--- src/rtl/pcpi_pkg.sv ---
// Shared types and helpers for the PCPI coprocessor hub.
package pcpi_pkg;

  typedef enum logic [1:0] {
    IDLE   = 2'd0,
    ACTIVE = 2'd1,
    RESP   = 2'd2,
    DRAIN  = 2'd3
  } state_e;

  localparam int XLEN_DEF       = 32;
  localparam int WDOG_LIMIT_DEF = 200;

  // Channel index width; a single channel still needs one bit.
  function automatic int ch_w(input int n);
    return (n > 1) ? $clog2(n) : 1;
  endfunction

endpackage

--- src/rtl/pcpi_prio_sel.sv ---
// Lowest-index priority encoder with any/multi-hot detect.
module pcpi_prio_sel
  import pcpi_pkg::*;
#(
  parameter  int N_CH = 4,
  localparam int CH_W = ch_w(N_CH)
) (
  input  logic [N_CH-1:0] req,
  output logic [CH_W-1:0] idx,
  output logic            any,
  output logic            multi
);

  // Scan high to low so the lowest set bit is written last and wins.
  always_comb begin
    idx = '0;
    for (int i = N_CH - 1; i >= 0; i--) begin
      if (req[i]) idx = CH_W'(i);
    end
  end

  assign any   = |req;
  // Clearing the lowest set bit leaves something only if two or more were set.
  assign multi = |(req & (req - N_CH'(1)));

endmodule

--- src/rtl/pcpi_hub.sv ---
// N-channel PCPI hub: sequenced request/response between core and coprocessors.
module pcpi_hub
  import pcpi_pkg::*;
#(
  parameter  int N_CH       = 4,
  parameter  int XLEN       = XLEN_DEF,
  parameter  int WDOG_W     = 8,
  parameter  int WDOG_LIMIT = WDOG_LIMIT_DEF,
  localparam int CH_W       = ch_w(N_CH)
) (
  input  logic                 clk,
  input  logic                 reset,
  input  logic                 pcpi_valid,
  input  logic [XLEN-1:0]      pcpi_insn,
  input  logic [XLEN-1:0]      pcpi_rs1,
  input  logic [XLEN-1:0]      pcpi_rs2,
  output logic                 pcpi_wr,
  output logic [XLEN-1:0]      pcpi_rd,
  output logic                 pcpi_wait,
  output logic                 pcpi_ready,
  input  logic [N_CH-1:0]      ch_en,
  output logic [N_CH-1:0]      ch_valid,
  output logic [XLEN-1:0]      ch_insn,
  output logic [XLEN-1:0]      ch_rs1,
  output logic [XLEN-1:0]      ch_rs2,
  input  logic [N_CH-1:0]      ch_wr,
  input  logic [N_CH*XLEN-1:0] ch_rd,
  input  logic [N_CH-1:0]      ch_wait,
  input  logic [N_CH-1:0]      ch_ready,
  input  logic                 status_clr,
  output logic                 err_collision,
  output logic                 err_timeout,
  output logic [CH_W-1:0]      last_ch,
  output logic                 busy
);

  localparam logic [WDOG_W-1:0] WD_LAST = WDOG_W'(WDOG_LIMIT - 1);
  localparam logic [WDOG_W-1:0] WD_SAT  = WDOG_W'(WDOG_LIMIT);

  state_e                      state_q, state_d;
  logic                        wr_q, wr_d;
  logic [XLEN-1:0]             rd_q, rd_d;
  logic [CH_W-1:0]             last_q, last_d;
  logic [WDOG_W-1:0]           wdog_q, wdog_d;
  logic                        claimed_q, claimed_d;
  logic                        col_q, col_d;
  logic                        to_q, to_d;
  logic                        set_col, set_to;

  logic [N_CH-1:0][XLEN-1:0]   ch_rd_a;
  logic [N_CH-1:0]             rdy_m;
  logic                        claim_now;
  logic [CH_W-1:0]             sel_idx;
  logic                        sel_any, sel_multi;

  assign ch_rd_a   = ch_rd;
  assign rdy_m     = ch_ready & ch_en;
  assign claim_now = |(ch_wait & ch_en);

  pcpi_prio_sel #(.N_CH(N_CH)) u_sel (
    .req   (rdy_m),
    .idx   (sel_idx),
    .any   (sel_any),
    .multi (sel_multi)
  );

  // Operands are broadcast unregistered; only ACTIVE lets a request through.
  assign ch_insn       = pcpi_insn;
  assign ch_rs1        = pcpi_rs1;
  assign ch_rs2        = pcpi_rs2;
  assign ch_valid      = {N_CH{pcpi_valid && (state_q == ACTIVE)}} & ch_en;
  assign pcpi_wait     = (state_q == ACTIVE) && claim_now;
  assign pcpi_ready    = (state_q == RESP);
  assign pcpi_wr       = wr_q;
  assign pcpi_rd       = rd_q;
  assign last_ch       = last_q;
  assign err_collision = col_q;
  assign err_timeout   = to_q;
  assign busy          = (state_q != IDLE);

  // Transaction sequencing, response capture and watchdog.
  always_comb begin
    state_d   = state_q;
    wr_d      = wr_q;
    rd_d      = rd_q;
    last_d    = last_q;
    wdog_d    = wdog_q;
    claimed_d = claimed_q;
    set_col   = 1'b0;
    set_to    = 1'b0;
    unique case (state_q)
      IDLE: begin
        if (pcpi_valid) begin
          state_d   = ACTIVE;
          wdog_d    = '0;
          claimed_d = 1'b0;
        end
      end
      ACTIVE: begin
        if (sel_any) begin
          wr_d    = ch_wr[sel_idx];
          rd_d    = ch_rd_a[sel_idx];
          last_d  = sel_idx;
          set_col = sel_multi;
          state_d = RESP;
        end else if (claimed_q && (wdog_q == WD_LAST)) begin
          wr_d    = 1'b0;
          rd_d    = '0;
          set_to  = 1'b1;
          state_d = RESP;
        end else if (!pcpi_valid) begin
          state_d = IDLE;
        end else begin
          claimed_d = claimed_q | claim_now;
          // Counting starts in the first claim cycle so expiry lands LIMIT cycles later.
          if (claimed_d && (wdog_q != WD_SAT)) wdog_d = wdog_q + 1'b1;
        end
      end
      RESP: begin
        wr_d    = 1'b0;
        state_d = DRAIN;
      end
      DRAIN: begin
        if (!pcpi_valid) state_d = IDLE;
      end
      default: state_d = IDLE;
    endcase
    col_d = (col_q & ~status_clr) | set_col;
    to_d  = (to_q & ~status_clr) | set_to;
  end

  // State and output registers, cleared asynchronously.
  always_ff @(posedge clk or posedge reset) begin
    if (reset) begin
      state_q   <= IDLE;
      wr_q      <= 1'b0;
      rd_q      <= '0;
      last_q    <= '0;
      wdog_q    <= '0;
      claimed_q <= 1'b0;
      col_q     <= 1'b0;
      to_q      <= 1'b0;
    end else begin
      state_q   <= state_d;
      wr_q      <= wr_d;
      rd_q      <= rd_d;
      last_q    <= last_d;
      wdog_q    <= wdog_d;
      claimed_q <= claimed_d;
      col_q     <= col_d;
      to_q      <= to_d;
    end
  end

endmodule

--- config.mk ---
export PLATFORM = sky130hd
export DESIGN_NAME = pcpi_hub
export DESIGN_NICKNAME = d
export VERILOG_FILES = /design/src/rtl/pcpi_pkg.sv /design/src/rtl/pcpi_prio_sel.sv /design/src/rtl/pcpi_hub.sv
export SDC_FILE = /design/constraint.sdc
export NUM_CORES = 1
export LEC_CHECK = 0
export ABC_AREA = 1
export BUFFER_PORTS_ARGS = -buffer_cell sky130_fd_sc_hd__clkbuf_2
export CAP_MARGIN = 5
export CORE_AREA = 3 3 149 151
export DETAILED_ROUTE_END_ITERATION = 10
export DIE_AREA = 0 0 152 154
export PLACE_DENSITY = 0.56
export SLEW_MARGIN = 0
export SYNTH_ARGS = -nofsm -noshare
export SYNTH_HDL_FRONTEND = slang
export SYNTH_SLANG_ARGS = --single-unit
--- constraint.sdc ---
create_clock -name clk -period 3.04 [get_ports clk]
set_clock_uncertainty 0.15 [all_clocks]
set_input_delay 0.304 -clock clk [delete_from_list [all_inputs] [get_ports clk]]
set_output_delay 0.304 -clock clk [all_outputs]
set_load 0.01 [all_outputs]
==> results list, run 1 <==
- Status: finished clean
- Number of detailed-route iterations in the first pass: 5
- Num rows: 53
- Sequential cell area in the final layout: 0.00120 sq mm
- Post-synthesis area per instance: 6.70 sq um
* Total internal power: 1.83 mW
* Number of cell instances on the worst register-to-register path: 6
- After clock tree synthesis, the repair step resized 0 gates.
- Counting flops and latches in the post-synthesis netlist gives 48.
- The longest clock path from root to sink contains 2 buffers.
- DRT antenna net count: 0
* Final Routed Wirelength: 15200 um
* Number of global-route vias before repair: 4050
- Sorting the synthesized cells by area gives the leading types as dfrtp_1 29%, nand3_1 21%, buf_4 19%, nand2_1 17%, ha_1 2.1%.
- EDFF count, synth: 0
* Part of the Yosys area used for sequential elements: 0.285
- Dividing the detail-routed via count by the number of cells gives 4.35.
* Proportion of power drawn by flip-flops and latches: 0.328
- Antenna diode count: 0
* CTS tree: done
* Number of buffers inserted by post-CTS setup repair: 0
* Clock transition at path regs: 0.08 ns
- Synthesis handed over a netlist of 628 instances.
* Hold WC Path Type: in2async
* Worst EP arrival: 1.91 ns
- Total of hold buffers inserted after clock tree synthesis: 0
- Setup violations remaining at the end of the flow were counted as 0.
* Final GP Congestion: 0.886
- The region available for standard cell placement spans 0.0210 sq mm.
- Initial Util: 0.201
- The final hold violation count is 0.
* Relative slew slack: 0.390
- Of the total power, the share spent switching nets is 0.433.
* Final #Nets: 954
- Counting the buffers created by CTS gives 5.
- Entering global routing, the biggest net connects 40 pins.
- Ranked by instance count, the synthesized netlist is headed by 185 x nand2_1, 180 x nand3_1, 105 x buf_4.
- Total power for the finished layout comes to 3.22 mW.
* Number of antenna violations at the first check in global routing: 1
- Most frequently used flop master after synthesis: dfrtp_1
- RSZ-0062 raised after global routing: false
- Element type at the critical path end: primary output
- H-tree depth reported by CTS: 2
* Die Outline Area: 0.0234 sq mm
- Syn_nets: 879
* Combinational group share of total power: 0.461
* Yosys top cell area share: 0.285
* Final min period: 2.36 ns
- Once routing completed, OpenROAD measured the worst setup slack at 0.681 ns.
- Based on the critical path, the design can be clocked at up to 424 MHz.
- Critical-path maximum fanout: 12
- Die span in x: 152 um
- Minimum hold slack: 0.0351 ns
- Post-synthesis cell type with the largest combined area: dfrtp_1
* Number of synthesis warnings: 0
- The final number of max-transition violations was 0.
- Most common cell in the netlist: nand2_1
- At the pin with the least slew margin, the transition time is 0.914 ns.
* Required @ worst endpoint: 2.59 ns
- During placement, the flow inserted port buffers numbering 191.
- Area of the multi-input gates: 0.00197 sq mm
- Synthesis instantiated 26 different standard cells from the library.
* Leakage component of the power: 2.64 nW
* Proportion of power drawn by the clock network: 0.211
- Dividing total power by cell area gives a power density of 671 mW/mm^2.
- For this run, design rule violations remaining after detail routing come to 0.
* Vias post-DR: 4257
- Worst skew pair latency: 0.30 ns
* Total overflow reported by the global router: 0
* Total half-perimeter wirelength after legalization and detailed placement: 11400 um
- Clock tree synthesis found a total of 48 sinks.
- The tree is rooted in a clkbuf_16.
- Kind of launch point of the worst setup path: flip-flop
* Share of cells above drive strength 1: 0.317
- The worst register-to-register path begins at state_q[1].
- Summing every instance area after synthesis gives 0.00421 sq mm.
- Wire length of the first global-routing pass: 22800 um
- Share of flip-flops with an asynchronous set or reset: 1.00
- Net switching component of the power: 1.40 mW
- Post-synthesis to final-layout area growth: 14.2%
- Number of placed I/O pins: 384
* Period utilization: 0.776
* Global router's overall resource usage: 0.123
- Largest vdd supply drop: 209 uV
- Register-to-register setup slack: 0.85 ns
* Die Y: 154 um
- Fill cell total of the finished layout: 2396
- Maximum capacitance violations: 0
- In the final routed layout, each cell accounts on average for 15.5 um.
- Placement-stage worst setup slack: 0.783 ns
- Worst r2r dst: pcpi_rd[22]
- By startpoint and endpoint, the worst setup path is classified as reg2out.
- Post-Route Setup TNS: 0 ns
* Initial DRC Count: 252
state kept, by name, summed over array words and instances (netlist names):
register,count
pcpi_wr,1
claimed_q,1
pcpi_rd,32
err_timeout,1
wdog_q,8
last_ch,2
state_q,2
err_collision,1
area by class of cell:
class / count / area share
flip-flops and latches: 48 / 0.250
multi-input cells: 423 / 0.411
inverters: 26 / 0.0203
well taps: 275 / 0.0716
clock inverters: 3 / 0.00964
repair buffers: 199 / 0.211
clock buffers: 5 / 0.0260
layout by cell type, fill, tap and decap left out, types with 2 or more instances in the layout:
cell type	Yosys	layout
nor3_1	2	2
nand3b_1	2	2
ha_1	7	7
dfrtp_1	48	48
o21ai_1	2	2
nand2_4	3	3
buf_4	105	8
nor2_1	21	21
clkbuf_2	0	191
clkbuf_16	0	5
nor2_4	2	2
inv_2	5	6
o21ai_0	7	7
inv_1	21	20
xor2_1	2	2
nand2_1	185	184
nand3_1	180	180
nand2_2	4	5
worst max path at each step:
stage / startpoint / end / slack (ns) / cells past startpoint
after floorplan: state_q[1] / wdog_q[5] / 1.30 / 8
after global placement: ch_en[0] / pcpi_rd[23] / 0.84 / 10
after detailed placement: ch_en[0] / pcpi_rd[0] / 0.78 / 10
after CTS: state_q[1] / ch_valid[3] / 0.66 / 5
after global routing: state_q[1] / ch_valid[2] / 0.48 / 5
final: state_q[1] / ch_valid[1] / 0.68 / 5
critical path: stages, from the launching register on:
cell and delay (ns):
dfrtp_1 0.44, inv_1 0.12, ha_1 0.45, nand2_1 0.30, nor2_1 0.15, clkbuf_2 0.15
power groups by stage:
stage	clock network [mW]	registers [mW]	logic [mW]
after global placement	0	1.08	1.50
final	0.680	1.06	1.49
after detailed placement	0	1.06	1.53
after floorplan	0	1.15	0.966
after CTS	0.722	1.06	1.53
after global routing	0.733	1.10	1.70
routing by layer:
layer	global-route usage	vias up	share of wire
met2	0.205	247	0.48
met5	0	-	0.00086
met3	0.0431	51	0.087
met1	0.141	1861	0.39
met4	0.0595	2	0.038
li1	-	2096	-
kinds of logic after synthesis:
kind of cell / after synthesis / share of synthesized area
DFF: 48 / 0.285
AOI/OAI and AO/OA: 14 / 0.0187
and+or+nand+nor: 400 / 0.425
buffers and inverters: 157 / 0.246
adders and majority gates: 7 / 0.0208
xor gates and xnor gates: 2 / 0.00416
per-stage QoR:
stage	instances	util	cell area, sq um
4_1_cts	979	0.229	4800
3_3_place_gp	971	0.221	4630
3_5_place_dp	971	0.221	4630
5_1_grt	979	0.229	4800
2_1_floorplan	628	-	4210
6_report	979	0.229	4800
No activity file was read; power rests on OpenSTA's default activity.
==> run 2, diff against run 1 <==
CORE_AREA = 3 3 148 150   (was 3 3 149 151)
DIE_AREA = 0 0 151 153   (was 0 0 152 154)
PLACE_DENSITY = 0.59   (was 0.56)
clock period = 2.15 ns   (was 3.04 ns; I/O delays follow)
==> results list, run 2 (synthesis gave the netlist of run 1 again) <==
* End point of the worst hold path: state_q[0]
- Initial DRC Count: 185 (was 252)
- The static leakage was 2.70 nW (was 2.64 nW).
* Worst setup slack after layout: 0.176 ns (was 0.681 ns)
- The core occupancy in the finished layout was 0.237 (was 0.229).
* Proportion of power drawn by the clock network: 0.196 (was 0.211)
- The net count reported at finish is 962 (was 954).
* Final setup vio count: 0 (unchanged)
- Maximum capacitance violations: 0 (unchanged)
- The peak supply drop came to 400 uV (was 209 uV).
- The placed cell area was 0.00473 sq mm (was 0.00463 sq mm).
- Number of max-slew violations in the final report: 0 (unchanged)
- Highest-count cells in the layout ignoring fill and taps: 191 x clkbuf_2, 184 x nand2_1, 180 x nand3_1 (unchanged)
- Proportion of power drawn by flip-flops and latches: 0.325 (was 0.328)
* Clock transition at path regs: 0.07 ns (was 0.08 ns)
- The maximum number of pins on one net before global-route repair is 40 (unchanged).
- The starting utilization of the core area was 0.202 (was 0.201).
- The startpoint of the most critical setup path was state_q[1] (unchanged).
- Largest register FFs: 32 (unchanged)
* DRC violations left: 0 (unchanged)
- Power Total: 4.62 mW (was 3.22 mW)
- Die Outline Area: 0.0231 sq mm (was 0.0234 sq mm)
- Deepest clock path buffer count: 2 (unchanged)
- Worst skew pair latency: 0.30 ns (about the same)
- Inserted Clock Buffers: 5 (unchanged)
- Number of detailed-route iterations in the first pass: 4 (was 5)
* Relative slew slack: 0.594 (was 0.390)
- RSZ-0062 raised after global routing: false (unchanged)
- The reg2reg setup slack came to 0.23 ns (was 0.85 ns).
- Maximum operating frequency: 507 MHz
- The post-route cell area is 0.00493 sq mm (was 0.00480 sq mm).
- Routed len/inst: 15.3 um (was 15.5 um)
- The area of the core region was 0.0208 sq mm (was 0.0210 sq mm).
- The clock tree from TritonCTS was done (unchanged).
* Cell count after placement: 977 (was 971)
- Vias per cell: 4.33 (was 4.35)
- The clock sink count was 48 (unchanged).
* Total half-perimeter wirelength after legalization and detailed placement: 11700 um (was 11400 um)
- The total wire length after detailed routing was 15100 um (was 15200 um).
- The number of antenna violations at the first check in global routing was 1 (unchanged).
* Hold WC Path Type: in2reg (was in2async)
* Final Non-Filler Cells: 987 (was 979)
- The worst path arrival time was 1.61 ns (was 1.91 ns).
* Total overflow reported by the global router: 0 (unchanged)
- Number of placed I/O pins: 384 (unchanged)
- The endpoint type of the worst setup path is a primary output (unchanged).
- Total internal power: 2.67 mW (was 1.83 mW)
- After layout, the minimum clock period comes to 1.97 ns.
- Vias post-DR: 4270 (was 4257)
- The worst-case reg-to-reg path depth was 8 (was 6).
- Kind of launch point of the worst setup path: flip-flop (unchanged)
- The number of inserted diodes came to 0 (unchanged).
- The die span in x came to 151 um (was 152 um).
* Status: finished clean (unchanged)
- Die Y: 153 um (was 154 um)
- Wire length of the first global-routing pass: 21900 um (was 22800 um)
- The critical setup path kind is reg2out (unchanged).
* Critical-path maximum fanout: 12 (unchanged)
- Final GP Congestion: 0.789 (was 0.886)
- The power density over the cells came to 938 mW/mm^2 (was 671 mW/mm^2).
- H-tree depth reported by CTS: 2 (unchanged)
- The library cell used as clock root buffer is clkbuf_16 (unchanged).
* Fraction of power spent switching nets: 0.423 (was 0.433)
- The worst hold-check slack came to 0.0859 ns (was 0.0351 ns).
* WHS Path Cells: 3
- The post-CTS repair timing setup buffer count came to 0 (unchanged).
* Period utilization: 0.918
- The endpoint required time on the critical path came to 1.78 ns (was 2.59 ns).
* Worst r2r dst: pcpi_rd[28] (was pcpi_rd[22])
- The count of buffers inserted at the top-level ports was 191 (unchanged).
- The final hold violation count was 0 (unchanged).
- The number of global-route vias before repair was 3925 (was 4050).
- The worst setup timing slack at the placement stage was 0.0984 ns (was 0.783 ns).
- The global-route total usage across every layer is 0.124 (was 0.123).
- The layout overhead on the synthesized area came to 17.1% (was 14.2%).
- The post-detailed-route count of antenna-violating nets was 0 (unchanged).
- Post-Route Setup TNS: 0 ns (unchanged)
- Net switching component of the power: 1.96 mW (was 1.40 mW)
- The commonest non-fill, non-tap cell in the layout was clkbuf_2 (unchanged).
- The startpoint identified for the worst hold timing path is pcpi_valid.
- The combinational group share of total power was 0.479 (was 0.461).
- The slew at the pin with the worst max-slew slack is 0.609 ns (was 0.914 ns).
- The fraction of final layout cells with drive strength greater than 1 is 0.323 (was 0.317).
- Num rows: 53 (unchanged)
* Reg-to-Reg Start: wdog_q[0] (was state_q[1])
==> run 2: repair_timing <==
action | 4_1_cts | 5_1_grt
hold buffers | 2 | 0
endpoints found under the setup margin | 5 | 5
resized for setup | 1 | 1
gates cloned | 0 | 0
endpoints found under the hold margin | 19 | 0
==> run 2: critical path: stages, from the launching register on <==
cell and delay, ns:
dfrtp_1 0.43, inv_1 0.15, ha_4 0.23, nand2_1 0.20
nor2_1 0.15, clkbuf_2 0.15
==> run 2: final cells by class <==
type,count,area (sq um)
Fill cell,2372,15900
Clock inverter,3,42.5
Tap cell,275,344
Inverter,26,97.6
Timing Repair Buffer,207,1130
Sequential cell,48,1200
Multi-Input combinational cell,423,1990
Clock buffer,5,125
==> run 2: worst max path at each step <==
| stage | end | slack (ns) |
|---|---|---|
| after floorplan | wdog_q[5] | 0.41 |
| after global placement | pcpi_rd[20] | 0.15 |
| after detailed placement | pcpi_rd[2] | 0.1 |
| after CTS | ch_valid[2] | 0.06 |
| after global routing | ch_valid[2] | 0.003 |
| final | ch_valid[2] | 0.18 |
==> run 2: power groups by stage <==
stage               clock [mW]  sequential [mW]  combinational [mW]
global route             0.984             1.56                2.54
detailed placement           0             1.50                2.26
CTS                      0.960             1.50                2.27
floorplan                    0             1.63                1.37
finish                   0.905             1.50                2.22
global placement             0             1.51                2.23
==> run 2: per-layer routing <==
metal,vias to the layer above,GRT usage,share of wire
met4,2,0.0682,0.050
met5,-,0,0.00079
met1,1921,0.140,0.40
met2,175,0.206,0.47
met3,61,0.0412,0.086
li1,2111,-,-
